File: config.mk
export PLATFORM = sky130hd
export DESIGN_NAME = alu_uart_ctrl
export DESIGN_NICKNAME = d
export VERILOG_FILES = /design/src/rtl/alu_uart_ctrl.sv
export SDC_FILE = /design/constraint.sdc
export NUM_CORES = 1
export LEC_CHECK = 0
export CORE_MARGIN = 5
export CORE_UTILIZATION = 48
export CTS_BUF_LIST = sky130_fd_sc_hd__clkbuf_4 sky130_fd_sc_hd__clkbuf_8
export CTS_CLUSTER_DIAMETER = 80
export DETAILED_ROUTE_END_ITERATION = 16
export GPL_ROUTABILITY_DRIVEN = 0
export PLACE_DENSITY = 0.83
export SLEW_MARGIN = 20
export SYNTH_ARGS = -nofsm -noshare
export SYNTH_HDL_FRONTEND = slang
export SYNTH_SLANG_ARGS = --single-unit
File: constraint.sdc
create_clock -name i_clk -period 2.9 [get_ports i_clk]
set_clock_uncertainty 0.15 [all_clocks]
set_input_delay 0.58 -clock i_clk [delete_from_list [all_inputs] [get_ports i_clk]]
set_output_delay 0.58 -clock i_clk [all_outputs]
set_load 0.01 [all_outputs]
File: src/rtl/alu_uart_ctrl.sv
// Frame controller between the UART and the ALU.
// Collects operand A, operand B and opcode bytes, presents them to the ALU as registered
// outputs, captures the ALU result one cycle later and hands it to the UART transmitter,
// then waits for transmit completion before accepting the next frame.
// Optional feature: define ALU_CTRL_TIMEOUT_EN to build the inter-byte timeout that
// aborts a partial frame; without it WAIT_B/WAIT_OP wait indefinitely and o_timeout is 0.
module alu_uart_ctrl #(
  parameter int unsigned NB_DATA        = 8,
  parameter int unsigned NB_OP          = 6,
  parameter int unsigned TIMEOUT_CYCLES = 50000000
) (
  input  logic               i_clk,
  input  logic               i_reset,
  input  logic               i_rx_done,
  input  logic [NB_DATA-1:0] i_rx_data,
  input  logic               i_tx_done,
  input  logic [NB_DATA-1:0] i_alu_result,
  output logic [NB_DATA-1:0] o_data_a,
  output logic [NB_DATA-1:0] o_data_b,
  output logic [NB_OP-1:0]   o_op,
  output logic               o_tx_start,
  output logic [NB_DATA-1:0] o_tx_data,
  output logic               o_busy,
  output logic               o_drop,
  output logic               o_timeout
);

  typedef enum logic [2:0] {
    StWaitA,
    StWaitB,
    StWaitOp,
    StExec,
    StWaitTx
  } state_e;

  state_e state_q;

  // Only the low NB_OP bits of the opcode byte are architecturally meaningful.
  logic unused_rx_bits;
  assign unused_rx_bits = ^i_rx_data;

`ifdef ALU_CTRL_TIMEOUT_EN
  localparam int unsigned CntW = $clog2(TIMEOUT_CYCLES);
  localparam logic [CntW-1:0] CntLast = CntW'(TIMEOUT_CYCLES - 1);

  logic [CntW-1:0] timeout_cnt_q;
  logic            cnt_active;
  logic            cnt_expired;

  assign cnt_active  = (state_q == StWaitB) || (state_q == StWaitOp);
  assign cnt_expired = (timeout_cnt_q == CntLast);

  // Inter-byte counter: runs only while a partial frame is pending, cleared otherwise.
  always_ff @(posedge i_clk or negedge i_reset) begin
    if (!i_reset) begin
      timeout_cnt_q <= '0;
    end else if (cnt_active && !i_rx_done && !cnt_expired) begin
      timeout_cnt_q <= timeout_cnt_q + CntW'(1);
    end else begin
      timeout_cnt_q <= '0;
    end
  end
`else
  localparam int unsigned unused_timeout_cycles = TIMEOUT_CYCLES;

  assign o_timeout = 1'b0;
`endif

  // Frame sequencing FSM with all outputs registered.
  always_ff @(posedge i_clk or negedge i_reset) begin
    if (!i_reset) begin
      state_q    <= StWaitA;
      o_data_a   <= '0;
      o_data_b   <= '0;
      o_op       <= '0;
      o_tx_start <= 1'b0;
      o_tx_data  <= '0;
      o_busy     <= 1'b0;
      o_drop     <= 1'b0;
`ifdef ALU_CTRL_TIMEOUT_EN
      o_timeout  <= 1'b0;
`endif
    end else begin
      o_tx_start <= 1'b0;
      o_drop     <= 1'b0;
`ifdef ALU_CTRL_TIMEOUT_EN
      o_timeout  <= 1'b0;
`endif
      case (state_q)
        StWaitA: begin
          if (i_rx_done) begin
            o_data_a <= i_rx_data;
            o_busy   <= 1'b1;
            state_q  <= StWaitB;
          end
        end
        StWaitB: begin
          if (i_rx_done) begin
            o_data_b <= i_rx_data;
            state_q  <= StWaitOp;
          end
`ifdef ALU_CTRL_TIMEOUT_EN
          else if (cnt_expired) begin
            o_timeout <= 1'b1;
            o_busy    <= 1'b0;
            state_q   <= StWaitA;
          end
`endif
        end
        StWaitOp: begin
          if (i_rx_done) begin
            o_op    <= i_rx_data[NB_OP-1:0];
            state_q <= StExec;
          end
`ifdef ALU_CTRL_TIMEOUT_EN
          else if (cnt_expired) begin
            o_timeout <= 1'b1;
            o_busy    <= 1'b0;
            state_q   <= StWaitA;
          end
`endif
        end
        StExec: begin
          // ALU has had a full cycle since the opcode/operands settled.
          o_tx_data  <= i_alu_result;
          o_tx_start <= 1'b1;
          o_drop     <= i_rx_done;
          state_q    <= StWaitTx;
        end
        StWaitTx: begin
          o_drop <= i_rx_done;
          if (i_tx_done) begin
            o_busy  <= 1'b0;
            state_q <= StWaitA;
          end
        end
        default: begin
          o_busy  <= 1'b0;
          state_q <= StWaitA;
        end
      endcase
    end
  end

endmodule

# ---- Yosys cells after proc, flatten, opt, wreduce, memory -nomap -nowiden
# Cells that the tools add are included.
dict set report totals {
  regBits 36
  in_bits 20
  out_inout_bits 34
  elab_cells 35
}
dict set report classes {
  n_eq_ne 8
  n_mux 10
  bitwise 1
  n_reduce_logical 8
}
# operator count
set ops {}
lappend ops {{3-bit one-hot mux with 5 select lines} 1}
lappend ops {{3-bit two-way mux} 4}
lappend ops {{2-bit != test, second input constant} 4}
lappend ops {{3-bit by 2-bit == test with 1-bit output, second input constant} 2}
lappend ops {{2-bit AND reduction} 3}
lappend ops {{1-bit two-way mux} 4}
lappend ops {{4-bit AND reduction} 1}
lappend ops {{3-bit by 1-bit == test with 1-bit output, second input constant} 1}
lappend ops {{3-bit == test, second input constant} 1}
lappend ops {{3-bit logical NOT} 1}
lappend ops {{1-bit one-hot mux with 3 select lines} 1}
lappend ops {{3-bit AND reduction} 1}
lappend ops {{3-bit OR reduction} 1}
lappend ops {{2-bit OR reduction} 1}
lappend ops {{1-bit inverter} 1}

# ---- Logic depth before layout (Yosys ltp)
dict set report logic_depth {
  ltp_word 4
  ltp_mapped 4
  mapped_depth_nobuf 3
}

# ---- Worst setup path after synthesis
# OpenSTA, ideal clock, no wires.
dict set report synth_path {
  path_kind {in2reg}
  start {input i_rx_done}
  end {register o_data_b[0]}
  setup_ns 0.125
  t_arrival_ns 1.344
  required_ns 2.625
  slack_ns 1.281
  path_stages 3
  path_buffers 0
  path_cell_list {nand2b_4 nor3b_4 mux2_2}
}
dict set report synth_between {
  elab_chain_cells 1
}
# element line_no
set synth_lines {}
lappend synth_lines {{start: declaration} 14} ;# input logic i_rx_done,
lappend synth_lines {{2-bit AND reduction (no source line)} -}
lappend synth_lines {{end signal: assignment} 99} ;# o_data_b <= i_rx_data;
lappend synth_lines {{end: declaration} 19} ;# output logic [NB_DATA-1:0] o_data_b,
# No other way between the ends.
# A chain may end at the register's enable or synchronous reset.

# ---- Worst setup path in the final report
dict set report layout_path {
  start {input i_rx_done}
  end {register o_data_b[2]}
}
# The elaborated chain is that of the path after synthesis.

==> run summary <==
Crit path from -> i_rx_done
Area Overhead vs Synth -> 45.3%
Largest net degree at the start of global routing -> 37
Vias/cell -> 5.12
Share of flip-flops with an asynchronous set or reset -> 100%
Port Buffer Count -> 52
Hold depth -> 1
RSZ-0062 raised after global routing -> no
Final setup viols -> 0
Worst endpoint required time -> 2.97 ns
Ys flop type -> dfrtp_1
Total power -> 2.31 mW
Postcts setup bufs -> 0
CTS root buffer -> clkbuf_4
Hold EP -> o_tx_data[3]$_DFFE_PN0P_
H-tree Lvls -> 2
Synth area leader -> dfrtp_1
VDD IR-drop max -> 783 uV
Post-synth top area share -> 63.8%
P per Cell Area -> 1120 nW/um2
Synth area leaders -> dfrtp_1 (64%), mux2_2 (24%), nand3b_1 (1.6%)
Total CTS buffers -> 5
Clock-pin slew on the worst setup and hold paths -> 0.11 ns
Nets -> 167
Fin. Hold Viols -> 0
Die height -> 64.2 um
N_diodes -> 0
# fillers -> 204
Initial antenna violation count -> 0
GR Overflow Total -> 0
CP Max Fanout -> 8
Critical path endpoint category -> flop
Count leader, synth -> dfrtp_1
Most common library cells after synthesis -> dfrtp_1 (36), mux2_2 (30), buf_2 (3), nand3b_1 (3), nor2_1 (3)
Post_cts resized -> 0
Hold Path Class -> reg -> reg
Critical Path AT -> 2.10 ns
R2R cell count -> 3
DP HPWL -> 2090 um
CTS tree -> built
Hold Crit Start -> o_tx_data[3]$_DFFE_PN0P_
Reg2reg setup slack -> 1.18 ns
Rows -> 19
Total track usage -> 14.7%
Die Area -> 4120 um2
Die W -> 64.2 um
Starting Density -> 50.7%
DR vias -> 916
Startpoint types -> input pin
Drt pass-1 iters -> 2
Avg Cell Area, Syn -> 15.5 um2
Core Box Area -> 2780 um2
DRC viols -> 0
ANT nets after route -> 0
Mapped Cells -> 91
Area of the multi-input gates -> 480 um2
Reg area -> 901 um2
Post-Route WL -> 2840 um
Final Critical Period -> 2.03 ns
Flops & latches, synth -> 36
First-pass GRT wire length -> 4800 um
Worst r2r src -> state_q[2]$_DFFE_PN0P_
Sequential fraction of the synthesis area -> 63.8%
Skew-Pair Late Insertion Delay -> 0.32 ns
Number of global-route vias before repair -> 1029
Status -> complete, no violations
DRT iter0 DRCs -> 19
Critical path class -> in -> reg
I/O pin count -> 54
Total number of yosys warnings -> 0
Post-Syn Area -> 1410 um2
Fin crit share -> 69.9%
CTS sink cnt -> 36
Yosys cell types -> 19
Fraction of final layout cells sized beyond drive strength 1 -> 29.1%
Maxcap violations -> 0
CTS max path bufs -> 2
Number of synthesized flops with an enable pin -> 0
Post-DR wirelength/cell -> 15.9 um
Setup TNS -> 0 ns
Max Slew Vio Count -> 0
Terminus of the critical flop-to-flop path -> o_data_b[2]$_DFFE_PN0P_
Pleak -> 0.872 nW
Hold Buf Count CTS -> 0
Max Fclk -> 493 MHz
Net count after synthesis -> 111
==> worst max-delay path: stages <==
cell and delay [ns]:
clkdlybuf4s50_1 0.60, nand2b_4 0.12, nor3b_4 0.41, mux2_2 0.39
==> cells in the final DEF (no fill, tap or decap) <==
cell and count:
clkdlybuf4s50_1 52, dfrtp_1 36, mux2_2 30, clkbuf_4 5
nand3b_1 3, nor2_1 3, inv_1 2, nand2_1 2
clkbuf_8 2, a21boi_0 1, nand2b_4 1, nor3_4 1
nand2b_1 1, a21oi_1 1, mux2i_1 1, nor3b_4 1
nor2_2 1, o21ai_0 1, o2bb2ai_1 1, conb_1 1
bufinv_16 1, buf_4 1
==> sequential cells by signal, summed over array words and instances, names as in the netlist <==
| register | flops |
|---|---|
| o_data_b | 8 |
| o_tx_start | 1 |
| o_drop | 1 |
| o_data_a | 8 |
| o_busy | 1 |
| state_q | 3 |
| o_tx_data | 8 |
| o_op | 6 |
==> worst max-delay path by stage <==
stage / end / slack (ns) / cells after the start
6_report: o_data_b[2]$_DFFE_PN0P_ / 0.87 / 4
2_1_floorplan: o_data_b[0]$_DFFE_PN0P_ / 1.28 / 3
4_1_cts: o_data_b[2]$_DFFE_PN0P_ / 0.85 / 4
3_3_place_gp: o_data_a[1]$_DFFE_PN0P_ / 0.59 / 4
5_1_grt: o_data_b[0]$_DFFE_PN0P_ / 0.81 / 4
3_5_place_dp: o_data_b[7]$_DFFE_PN0P_ / 0.52 / 4
==> per-layer routing <==
metal / share of wire (%) / global-route usage [%]
met5: 0 / 0
met4: 0.88 / 3.82
met3: 13 / 7.01
met2: 46 / 24.6
met1: 40 / 17.0
==> report_power, final <==
part / switching [mW] / leakage [nW] / internal [mW]
logic: 0.363 / 0.391 / 0.657
registers: 0.155 / 0.429 / 0.746
clock network: 0.157 / 0.0515 / 0.229
total: 0.675 / 0.872 / 1.63
==> layout make-up <==
cell class	count	area share (%)
tap	31	1.89
multi-input combinational	49	23.4
timing repair buffer	53	25.7
sequential	36	43.9
clock buffer	7	3.17
inverter	2	0.366
clock inverter	1	1.46
==> logic make-up after synthesis <==
kind of cell    count (synthesis)  share of synthesized area [%]
flops                          36                           63.8
simple gates                   13                           7.27
other cells                     1                          0.266
mux                            31                           24.6
buf+inv                         6                           2.13
compound gates                  4                           1.86
==> stage by stage <==
stage | std cells | setup WS (ns) | hold WS (ns) | util, % | instance area, um2
6_report | 179 | 0.872 | 0.364 | 73.7 | 2050
5_1_grt | 179 | 0.805 | 0.390 | 73.7 | 2050
4_1_cts | 179 | 0.850 | 0.368 | 73.7 | 2050
3_5_place_dp | 171 | 0.522 | 0.344 | 70.3 | 1960
3_3_place_gp | 171 | 0.587 | 0.337 | 70.3 | 1960
2_1_floorplan | 91 | 1.28 | 0.134 | - | 1410
No activity file was read; power rests on OpenSTA's default activity.
